### src/rtl/block_code_pkg.sv
// Purpose: shared types and constants for the repetition block-code decoder.
// Latency: n/a (declarations only).
// Backpressure: n/a.
package block_code_pkg;

  // Decoded bits per output beat.
  localparam int OUT_WIDTH = 16;

  // Accumulator width. The extra 5 bits hold a sum of up to 32 full-scale symbols.
  function automatic int acc_width(input int data_width);
    return data_width + 5;
  endfunction

  typedef enum logic {
    S_COLLECT = 1'b0,
    S_OUTPUT  = 1'b1
  } state_e;

endpackage

### src/rtl/block_code_group_acc.sv
// Purpose: signed group accumulator. It sums symbols until the count reaches L, then slices the sign.
// Latency: bit_valid_o/bit_value_o are combinational on the beat that completes a group.
// Backpressure: none; it only advances when sym_vld_i is high.
// Ports: clk, rst_n (async low); sym_vld_i/sym_dat_i accepted symbol; code_len_i is the
//        effective L for this beat; clear_i drops any partial group; bit_valid_o/bit_value_o.
module block_code_group_acc
  import block_code_pkg::*;
#(
  parameter int DATA_WIDTH = 8
) (
  input  logic                  clk,
  input  logic                  rst_n,
  input  logic                  sym_vld_i,
  input  logic [DATA_WIDTH-1:0] sym_dat_i,
  input  logic [7:0]            code_len_i,
  input  logic                  clear_i,
  output logic                  bit_valid_o,
  output logic                  bit_value_o
);

  localparam int AW = acc_width(DATA_WIDTH);

  logic signed [AW-1:0] acc_q, acc_d, sum;
  logic [7:0]           cnt_q, cnt_d, cnt_inc, len_eff;

  always_comb begin
    // L=0 behaves as L=1.
    len_eff     = (code_len_i == 8'd0) ? 8'd1 : code_len_i;
    sum         = acc_q + {{(AW-DATA_WIDTH){sym_dat_i[DATA_WIDTH-1]}}, sym_dat_i};
    cnt_inc     = cnt_q + 8'd1;
    bit_valid_o = sym_vld_i && (cnt_inc == len_eff);
    // A sum of exactly zero has a clear sign bit, so it decodes to 0.
    bit_value_o = sum[AW-1];

    acc_d = acc_q;
    cnt_d = cnt_q;
    if (clear_i) begin
      // Frame end: the completed bit (if any) is already on bit_*_o; the partial group is dropped.
      acc_d = '0;
      cnt_d = '0;
    end else if (sym_vld_i) begin
      if (bit_valid_o) begin
        acc_d = '0;
        cnt_d = '0;
      end else begin
        acc_d = sum;
        cnt_d = cnt_inc;
      end
    end
  end

  always_ff @(posedge clk or negedge rst_n) begin
    if (!rst_n) begin
      acc_q <= '0;
      cnt_q <= '0;
    end else begin
      acc_q <= acc_d;
      cnt_q <= cnt_d;
    end
  end

endmodule

### src/rtl/block_code_decoder.sv
// Purpose: AXI4-Stream repetition-code decoder. It turns a frame of soft symbols into one packed 16-bit beat.
// Latency: the output is valid on the cycle after the final input beat is accepted.
// Backpressure: input tready is low while the word waits; the word is held until m_axis_tready.
// Ports: clk, s_axis_aresetn (async low); code_length is latched on a frame's first beat;
//        s_axis_* soft-symbol slave; m_axis_* decoded-word master (tlast mirrors tvalid).
module block_code_decoder
  import block_code_pkg::*;
#(
  parameter int DATA_WIDTH  = 8,
  parameter int NUM_SYMBOLS = 20
) (
  input  logic                  clk,
  input  logic                  s_axis_aresetn,
  input  logic [7:0]            code_length,
  input  logic [DATA_WIDTH-1:0] s_axis_tdata,
  input  logic                  s_axis_tvalid,
  output logic                  s_axis_tready,
  input  logic                  s_axis_tlast,
  output logic [OUT_WIDTH-1:0]  m_axis_tdata,
  output logic                  m_axis_tvalid,
  output logic                  m_axis_tlast,
  input  logic                  m_axis_tready
);

  localparam int CNT_W = 6;  // frame count holds up to 32 symbols
  localparam int BIT_W = 5;  // bit index saturates at OUT_WIDTH

  state_e               state_q, state_d;
  logic                 rdy_en_q;
  logic [CNT_W-1:0]     sym_cnt_q, sym_cnt_d;
  logic [BIT_W-1:0]     bit_idx_q, bit_idx_d;
  logic [OUT_WIDTH-1:0] word_q, word_d;
  logic [7:0]           len_q, len_d;

  logic       accept, first_beat, frame_end;
  logic [7:0] len_cur;
  logic       bit_valid, bit_value;

  // rdy_en_q keeps tready low until the first edge after reset is released.
  assign s_axis_tready = rdy_en_q && (state_q == S_COLLECT);
  assign m_axis_tvalid = (state_q == S_OUTPUT);
  assign m_axis_tlast  = (state_q == S_OUTPUT);
  assign m_axis_tdata  = (state_q == S_OUTPUT) ? word_q : '0;

  assign accept     = s_axis_tvalid && s_axis_tready;
  assign first_beat = (sym_cnt_q == '0);
  // The first beat of a frame uses the live code_length. Later beats use the latched copy.
  assign len_cur    = first_beat ? code_length : len_q;
  assign frame_end  = accept &&
                      (s_axis_tlast || ((sym_cnt_q + CNT_W'(1)) == CNT_W'(NUM_SYMBOLS)));

  block_code_group_acc #(
    .DATA_WIDTH(DATA_WIDTH)
  ) u_group_acc (
    .clk        (clk),
    .rst_n      (s_axis_aresetn),
    .sym_vld_i  (accept),
    .sym_dat_i  (s_axis_tdata),
    .code_len_i (len_cur),
    .clear_i    (frame_end),
    .bit_valid_o(bit_valid),
    .bit_value_o(bit_value)
  );

  always_comb begin
    state_d   = state_q;
    sym_cnt_d = sym_cnt_q;
    bit_idx_d = bit_idx_q;
    word_d    = word_q;
    len_d     = len_q;

    case (state_q)
      S_COLLECT: begin
        if (accept) begin
          sym_cnt_d = sym_cnt_q + CNT_W'(1);
          if (first_beat) begin
            len_d = code_length;
          end
          // Bits past the sixteenth are dropped. The index saturates so it never wraps.
          if (bit_valid && (bit_idx_q < BIT_W'(OUT_WIDTH))) begin
            word_d[4'd15 - bit_idx_q[3:0]] = bit_value;
            bit_idx_d = bit_idx_q + BIT_W'(1);
          end
          if (frame_end) begin
            state_d   = S_OUTPUT;
            sym_cnt_d = '0;
            bit_idx_d = '0;
          end
        end
      end
      S_OUTPUT: begin
        if (m_axis_tready) begin
          state_d = S_COLLECT;
          word_d  = '0;
        end
      end
      default: state_d = S_COLLECT;
    endcase
  end

  always_ff @(posedge clk or negedge s_axis_aresetn) begin
    if (!s_axis_aresetn) begin
      state_q   <= S_COLLECT;
      rdy_en_q  <= 1'b0;
      sym_cnt_q <= '0;
      bit_idx_q <= '0;
      word_q    <= '0;
      len_q     <= '0;
    end else begin
      state_q   <= state_d;
      rdy_en_q  <= 1'b1;
      sym_cnt_q <= sym_cnt_d;
      bit_idx_q <= bit_idx_d;
      word_q    <= word_d;
      len_q     <= len_d;
    end
  end

endmodule

### config.mk
export PLATFORM = sky130hd
export DESIGN_NAME = block_code_decoder
export DESIGN_NICKNAME = d
export VERILOG_FILES = /design/src/rtl/block_code_pkg.sv /design/src/rtl/block_code_group_acc.sv /design/src/rtl/block_code_decoder.sv
export SDC_FILE = /design/constraint.sdc
export NUM_CORES = 1
export LEC_CHECK = 0
export CORE_UTILIZATION = 40
export CTS_BUF_LIST = sky130_fd_sc_hd__clkbuf_8
export CTS_CLUSTER_SIZE = 10
export DETAILED_ROUTE_END_ITERATION = 8
export GPL_ROUTABILITY_DRIVEN = 0
export SYNTH_ARGS = -nofsm -noshare
export SYNTH_HDL_FRONTEND = slang
export SYNTH_HIERARCHICAL = 1
export SYNTH_SLANG_ARGS = --single-unit
### constraint.sdc
create_clock -name clk -period 4.3 [get_ports clk]
set_input_delay 0.86 -clock clk [delete_from_list [all_inputs] [get_ports clk]]
set_output_delay 0.86 -clock clk [all_outputs]
set_load 0.02 [all_outputs]
==> results of run 1 <==
-- cells by family after synthesis --
kind of cell,after synthesis,synth area share (%)
other cells,1,0.100
buf+inv,34,4.38
xor+xnor,23,5.39
fa+ha+maj,20,6.89
mux,19,6.42
compound gates,106,19.1
flops,58,38.8
simple gates,132,18.9
-- stage by stage --
stage / hold slack (ns) / util [%] / setup WS (ns)
2_1_floorplan: 0.453 / - / 0.805
3_3_place_gp: 0.468 / 47.6 / 0.417
3_5_place_dp: 0.487 / 47.6 / 0.304
4_1_cts: 0.501 / 49.5 / 0.601
5_1_grt: 0.518 / 49.5 / 0.310
6_report: 0.496 / 49.5 / 0.616
-- routing by layer --
metal	vias up	global-route usage (%)
met3	11	2.62
met5	-	0
met1	1443	23.6
met2	57	27.6
li1	1514	-
met4	0	6.66
-- registers in the layout, summed over array words and instances (netlist names) --
| name | count |
|---|---|
| bit_idx_q | 5 |
| len_q | 8 |
| m_axis_tlast | 1 |
| rdy_en_q | 1 |
| sym_cnt_q | 6 |
| u_group_acc/acc_q | 13 |
| u_group_acc/cnt_q | 8 |
| word_q | 16 |
-- tightest hold or removal path, cell delays in order (launching register included) --
cell     delay [ns]
dfrtp_1        0.35
nand2_1        0.05
o31ai_1        0.06
-- power by group through the flow --
| stage | combinational, µW | sequential [µW] | clock [µW] |
|---|---|---|---|
| floorplan | 695 | 744 | 0 |
| CTS | 836 | 772 | 460 |
| finish | 831 | 774 | 448 |
| global placement | 821 | 779 | 0 |
| detailed placement | 831 | 780 | 0 |
| global route | 933 | 795 | 477 |
-- worst paths after layout --
path	from	endpoint	slack (ns)
min in group asynchronous	s_axis_aresetn	sym_cnt_q[3]	0.58
max in group asynchronous	s_axis_aresetn	u_group_acc/acc_q[2]	2.88
worst min register to register	u_group_acc/acc_q[0]	u_group_acc/acc_q[0]	0.50
worst max register to register	sym_cnt_q[0]	word_q[6]	0.62
worst min-delay path	u_group_acc/acc_q[0]	u_group_acc/acc_q[0]	0.50
worst max-delay path	sym_cnt_q[0]	word_q[6]	0.62
-- final cells by class --
type                    count  area (µm²)
inverters                  13        48.8
clock inverters             4        18.8
repair buffers             50         468
fillers                   867        4490
well taps                 108         135
multi-input cells         301        2120
flip-flops and latches     58        1450
clock buffers              11         151
-- Yosys cell counts (3+ instances only) --
| cell type | instances | share of area (%) |
|---|---|---|
| dfrtp_1 | 58 | 39 |
| nand2_1 | 32 | 3.2 |
| o21ai_0 | 28 | 3.7 |
| a21oi_1 | 25 | 3.3 |
| nand3_1 | 20 | 2.7 |
| ha_1 | 19 | 6.4 |
| and2_1 | 16 | 2.7 |
| nor2_1 | 15 | 1.5 |
| xnor2_1 | 15 | 3.5 |
| a32o_1 | 13 | 3.5 |
| clkbuf_1 | 13 | 1.3 |
| nor3_1 | 12 | 1.6 |
| inv_1 | 11 | 1.1 |
| mux2_2 | 8 | 2.4 |
| mux2_4 | 8 | 3.2 |
| nand2b_1 | 8 | 1.3 |
| xor2_1 | 8 | 1.9 |
| nand4_1 | 6 | 1.0 |
| a31oi_1 | 5 | 0.84 |
| nor2b_1 | 5 | 0.84 |
| o31ai_1 | 4 | 0.80 |
| a211oi_1 | 3 | 0.60 |
| a21o_1 | 3 | 0.60 |
| and3_1 | 3 | 0.50 |
| buf_4 | 3 | 0.60 |
| buf_6 | 3 | 0.90 |
| mux2i_1 | 3 | 0.80 |
| o21a_1 | 3 | 0.60 |
==> reports/qor.yml, run 1 <==
status: "complete, no violations"
synthFlopType: "dfrtp_1"
place_inst: 530
comb_power_share_pct: 40.5
fin_crit_sh_pct: 85.7
drive_above_1_share_pct: 12.6
switching_share_pct: 34.7
rsz0062_at_grt: "no"
grt_pass1_wl_um: 13600
maxSlewHeadroom_pct: 49.4
hpwl_um: 5510
drt-initial-drc-count: 108
ant_nets: 0
seqPwrFrac_pct: 37.7
final_area_mm2: 0.00440
ctsRootBufferMaster: "clkbuf_8"
grt.total_usage_pct: 17.2
reg2reg_depth: 15
p_total_uw: 2050
async_reset_ff_share_pct: 100
yosysSeqAreaShare_pct: 38.8
ctsHoldBuffers: 0
fmax_ghz: 0.271
drv_cap: 0
worstMarginPinSlew_ns: 0.759
clk_latency_ns: 0.33
postCtsSetupBuffers: 0
numCtsBuffers: 9
drt_pass1_iterations: 4
worst_setup_path_start_kind: "flop"
syn_to_final_growth_pct: 17.6
initial_core_util_pct: 42.1
syn_avg_cell_area_um2: 9.52
yosys_warnings: 6
pin_count: 40
cp_slowest_cell: "or4_1"
drc_errors: 0
final_cell_mix: "dfrtp_1, clkdlybuf4s50_1, nand2_1"
setup_tns_ns: 0
power_frac_clock_pct: 21.8
dieHeight_um: 98.7
stdcell_count: 545
vias_per_cell: 5.55
slew_viol_final: 0
clkSlewWorstSetupHoldPaths_ns: 0.07
top_layer_used: "met4"
crit_required_ns: 4.54
final_nets: 474
cpPeakStageDelay_ns: 0.46
grt_remaining_overflow: 0
syn-instance-count: 393
postPlaceCellArea_mm2: 0.00423
synth-edff-count: 0
synth_seq_cells: 58
wl_met1_um: 3920
min_period_ns: 3.68
routed_wirelength_um: 7790
setup-violations-final: 0
die_x_um: 98.7
netlist_area_mm2: 0.00374
path_max_fanout: 10
clockBufferDepth: 2
intPower_uw: 1340
peakVddDrop_mv: 0.235
row_count: 34
path_buf_inv: 3
finalHoldViolCount: 0
dr_wl_met3_um: 266
p_leak_uw: 0.00192
crit_chain: "inv_1 -> ha_1 -> nand3b_4 -> mux2_2 -> nor4_1 -> a21oi_1 -> xnor2_1 -> nand3_1 -> or4_1 -> inv_2 -> nor2b_1 -> buf_4 -> and3_1 -> nand2_1 -> o21ai_0"
numClockSinks: 58
yosysUniqueCellTypes: 61
path_class: "flop to flop"
grt_start_max_net_pins: 35
io_buffers: 39
num_vias: 3025
antennaDiodeCount: 0
wl_met2_um: 3480
dieArea_mm2: 0.00974
worst-path-stages: 15
wire_per_inst_um: 14.3
powerDensity_mw_per_mm2: 467
arrival_ns: 3.92
cp_top_family: "simple AND/OR/NAND/NOR gates"
htreeDepth: 3
holdPathStages: 2
synth.net_count: 434
power.switching_uw: 714
final_common_cell: "dfrtp_1"
coreArea_mm2: 0.00889
cts_tree: "yes"
hold_path_class: "flop to flop"
finalClockSkew_ns: 0.00953
grt_antenna_before_repair: 0
ctsResizeCount: 0
crit_path_end_kind: "flop"
grt_pass1_vias: 2890
Power figures use the tool's default switching activity.
==> run 2: changes to the inputs <==
--- a/config.mk
+++ b/config.mk
@@ -10,6 +10,7 @@
 export CTS_CLUSTER_SIZE = 10
 export DETAILED_ROUTE_END_ITERATION = 8
 export GPL_ROUTABILITY_DRIVEN = 0
+export MAX_ROUTING_LAYER = met4
 export SYNTH_ARGS = -nofsm -noshare
 export SYNTH_HDL_FRONTEND = slang
 export SYNTH_HIERARCHICAL = 1
==> run 2 against run 1 <==
  * Design area unchanged
  * Final cell count did not move
  * Maximum frequency is 0.20% higher
  * Clock-buffer cell count stayed put
  * Flip-flop and latch count did not move
  * Register-to-register slack hardly changed
  * Via count grew 0.30%
  * Sequential share of layout area is the same
  * Highest routed layer unchanged
==> reports/qor.yml, run 2 (synthesis results as in run 1) <==
drt-initial-drc-count: 99  # was 108
p_leak_uw: 0.00192  # unchanged
worst-path-stages: 15  # unchanged
switching_share_pct: 34.7  # about the same
path_buf_inv: 3  # unchanged
setup-violations-final: 0  # unchanged
hpwl_um: 5510  # unchanged
hold_path_class: "flop to flop"  # unchanged
drive_above_1_share_pct: 12.6  # unchanged
setup_tns_ns: 0  # unchanged
seqPwrFrac_pct: 37.7  # about the same
routed_wirelength_um: 7780  # was 7790 µm
cp_slowest_cell: "or4_1"  # unchanged
syn_to_final_growth_pct: 17.6  # unchanged
grt_pass1_vias: 2890  # unchanged
rsz0062_at_grt: "no"  # unchanged
path_max_fanout: 10  # unchanged
ctsResizeCount: 0  # unchanged
grt.total_usage_pct: 17.8  # was 17.2%
maxSlewHeadroom_pct: 49.1  # was 49.4%
initial_core_util_pct: 42.1  # unchanged
crit_chain: "inv_1 -> ha_1 -> nand3b_4 -> mux2_2 -> nor4_1 -> a21oi_1 -> xnor2_1 -> nand3_1 -> or4_1 -> inv_2 -> nor2b_1 -> buf_4 -> and3_1 -> nand2_1 -> o21ai_0"  # unchanged
r2r_start: "sym_cnt_q[0]"  # unchanged
crit_path_end_kind: "flop"  # unchanged
intPower_uw: 1340  # about the same
htreeDepth: 3  # unchanged
ant_nets: 0  # unchanged
drv_cap: 0  # unchanged
vias_per_cell: 5.57  # was 5.55
io_buffers: 39  # unchanged
place_inst: 530  # unchanged
clk_latency_ns: 0.33  # about the same
largest_register_ffs: 16  # unchanged
fin_crit_sh_pct: 85.5  # was 85.7%
regMostFlops: "word_q"  # unchanged
final_nets: 474  # unchanged
rrSetupSlack_ns: 0.62  # about the same
dieHeight_um: 98.7  # unchanged
final_cell_mix: "dfrtp_1, clkdlybuf4s50_1, nand2_1"  # unchanged
worst_setup_path_start_kind: "flop"  # unchanged
dieArea_mm2: 0.00974  # unchanged
reg2reg_depth: 15  # unchanged
wire_per_inst_um: 14.3  # about the same
slew_viol_final: 0  # unchanged
fin_util_pct: 49.5  # unchanged
drt_pass1_iterations: 4  # unchanged
power.switching_uw: 713  # was 714 µW
worstReg2RegEnd: "word_q[6]"  # unchanged
min_period_ns: 3.68  # about the same
pin_count: 40  # unchanged
final_common_cell: "dfrtp_1"  # unchanged
grt_antenna_before_repair: 0  # unchanged
powerDensity_mw_per_mm2: 467  # about the same
comb_power_share_pct: 40.5  # about the same
die_x_um: 98.7  # unchanged
grt_start_max_net_pins: 35  # unchanged
antennaDiodeCount: 0  # unchanged
cts_tree: "yes"  # unchanged
crit_required_ns: 4.54  # about the same
clkSlewWorstSetupHoldPaths_ns: 0.07  # about the same
numClockSinks: 58  # unchanged
numCtsBuffers: 9  # unchanged
status: "complete, no violations"  # unchanged
drc_errors: 0  # unchanged
coreArea_mm2: 0.00889  # unchanged
finalHoldViolCount: 0  # unchanged
ctsHoldBuffers: 0  # unchanged
startpoint: "sym_cnt_q[0]"  # unchanged
path_class: "flop to flop"  # unchanged
power_frac_clock_pct: 21.9  # was 21.8%
finalClockSkew_ns: 0.00856  # was 0.00953 ns
worstMarginPinSlew_ns: 0.764  # was 0.759 ns
fmax_ghz: 0.272  # was 0.271 GHz
arrival_ns: 3.92  # about the same
fillCellCount: 867  # unchanged
cpPeakStageDelay_ns: 0.46  # about the same
postCtsSetupBuffers: 0  # unchanged
num_vias: 3034  # was 3025
largestRegisters: "word_q (16), u_group_acc/acc_q (13)"  # unchanged
cp_top_family: "simple AND/OR/NAND/NOR gates"  # unchanged
whs_ns: 0.495  # was 0.496 ns
clockBufferDepth: 2  # unchanged
grt_pass1_wl_um: 13600  # about the same
peakVddDrop_mv: 0.234  # was 0.235 mV
ctsRootBufferMaster: "clkbuf_8"  # unchanged
stdcell_count: 545  # unchanged
row_count: 34  # unchanged
grt_remaining_overflow: 0  # unchanged
crit_end: "word_q[6]"  # unchanged
p_total_uw: 2050  # about the same
run 2: cell counts in the layout (fill, tap and decap cells not counted):
Identical to the previous run, type by type.
run 2: area by class of cell:
class,count,area (µm²),share of cell area (%)
multi-input combinational,301,2120,48.3
sequential,58,1450,33.0
timing repair buffer,50,468,10.6
clock buffer,11,151,3.44
tap,108,135,3.07
inverter,13,48.8,1.11
clock inverter,4,18.8,0.427
run 2: power groups by stage:
stage                     Clock, µW  Sequential, µW  Combinational (µW)
after floorplan                   0             744                 695
after global placement            0             779                 821
after detailed placement          0             780                 831
after CTS                       460             772                 836
after global routing            477             795                 933
final                           449             773                 831
run 2: worst min path at each step:
stage | cells past startpoint | from | endpoint | slack [ns]
after global routing | 1 | u_group_acc/acc_q[11] | u_group_acc/acc_q[11] | 0.52
after detailed placement | 1 | u_group_acc/acc_q[6] | u_group_acc/acc_q[6] | 0.49
after floorplan | 2 | u_group_acc/acc_q[0] | u_group_acc/acc_q[0] | 0.45
final | 2 | u_group_acc/acc_q[0] | u_group_acc/acc_q[0] | 0.50
after global placement | 2 | u_group_acc/acc_q[0] | u_group_acc/acc_q[0] | 0.47
after CTS | 2 | u_group_acc/acc_q[0] | u_group_acc/acc_q[0] | 0.50
run 2: tightest hold or removal path, cell delays in order (launching register included):
cell and delay (ns):
dfrtp_1 0.35, nand2_1 0.05, o31ai_1 0.06
run 2: metrics by stage:
stage | worst slack (ns) | instance area [µm²]
finish | 0.624 | 4400
global route | 0.310 | 4400
CTS | 0.601 | 4400
detailed placement | 0.304 | 4230
global placement | 0.417 | 4230
floorplan | 0.805 | 3740
run 2: metal layers:
metal	global-route usage (%)	wire (µm)
met4	6.66	115
met1	23.6	3910
met5	-	0
met2	27.5	3500
met3	2.62	256
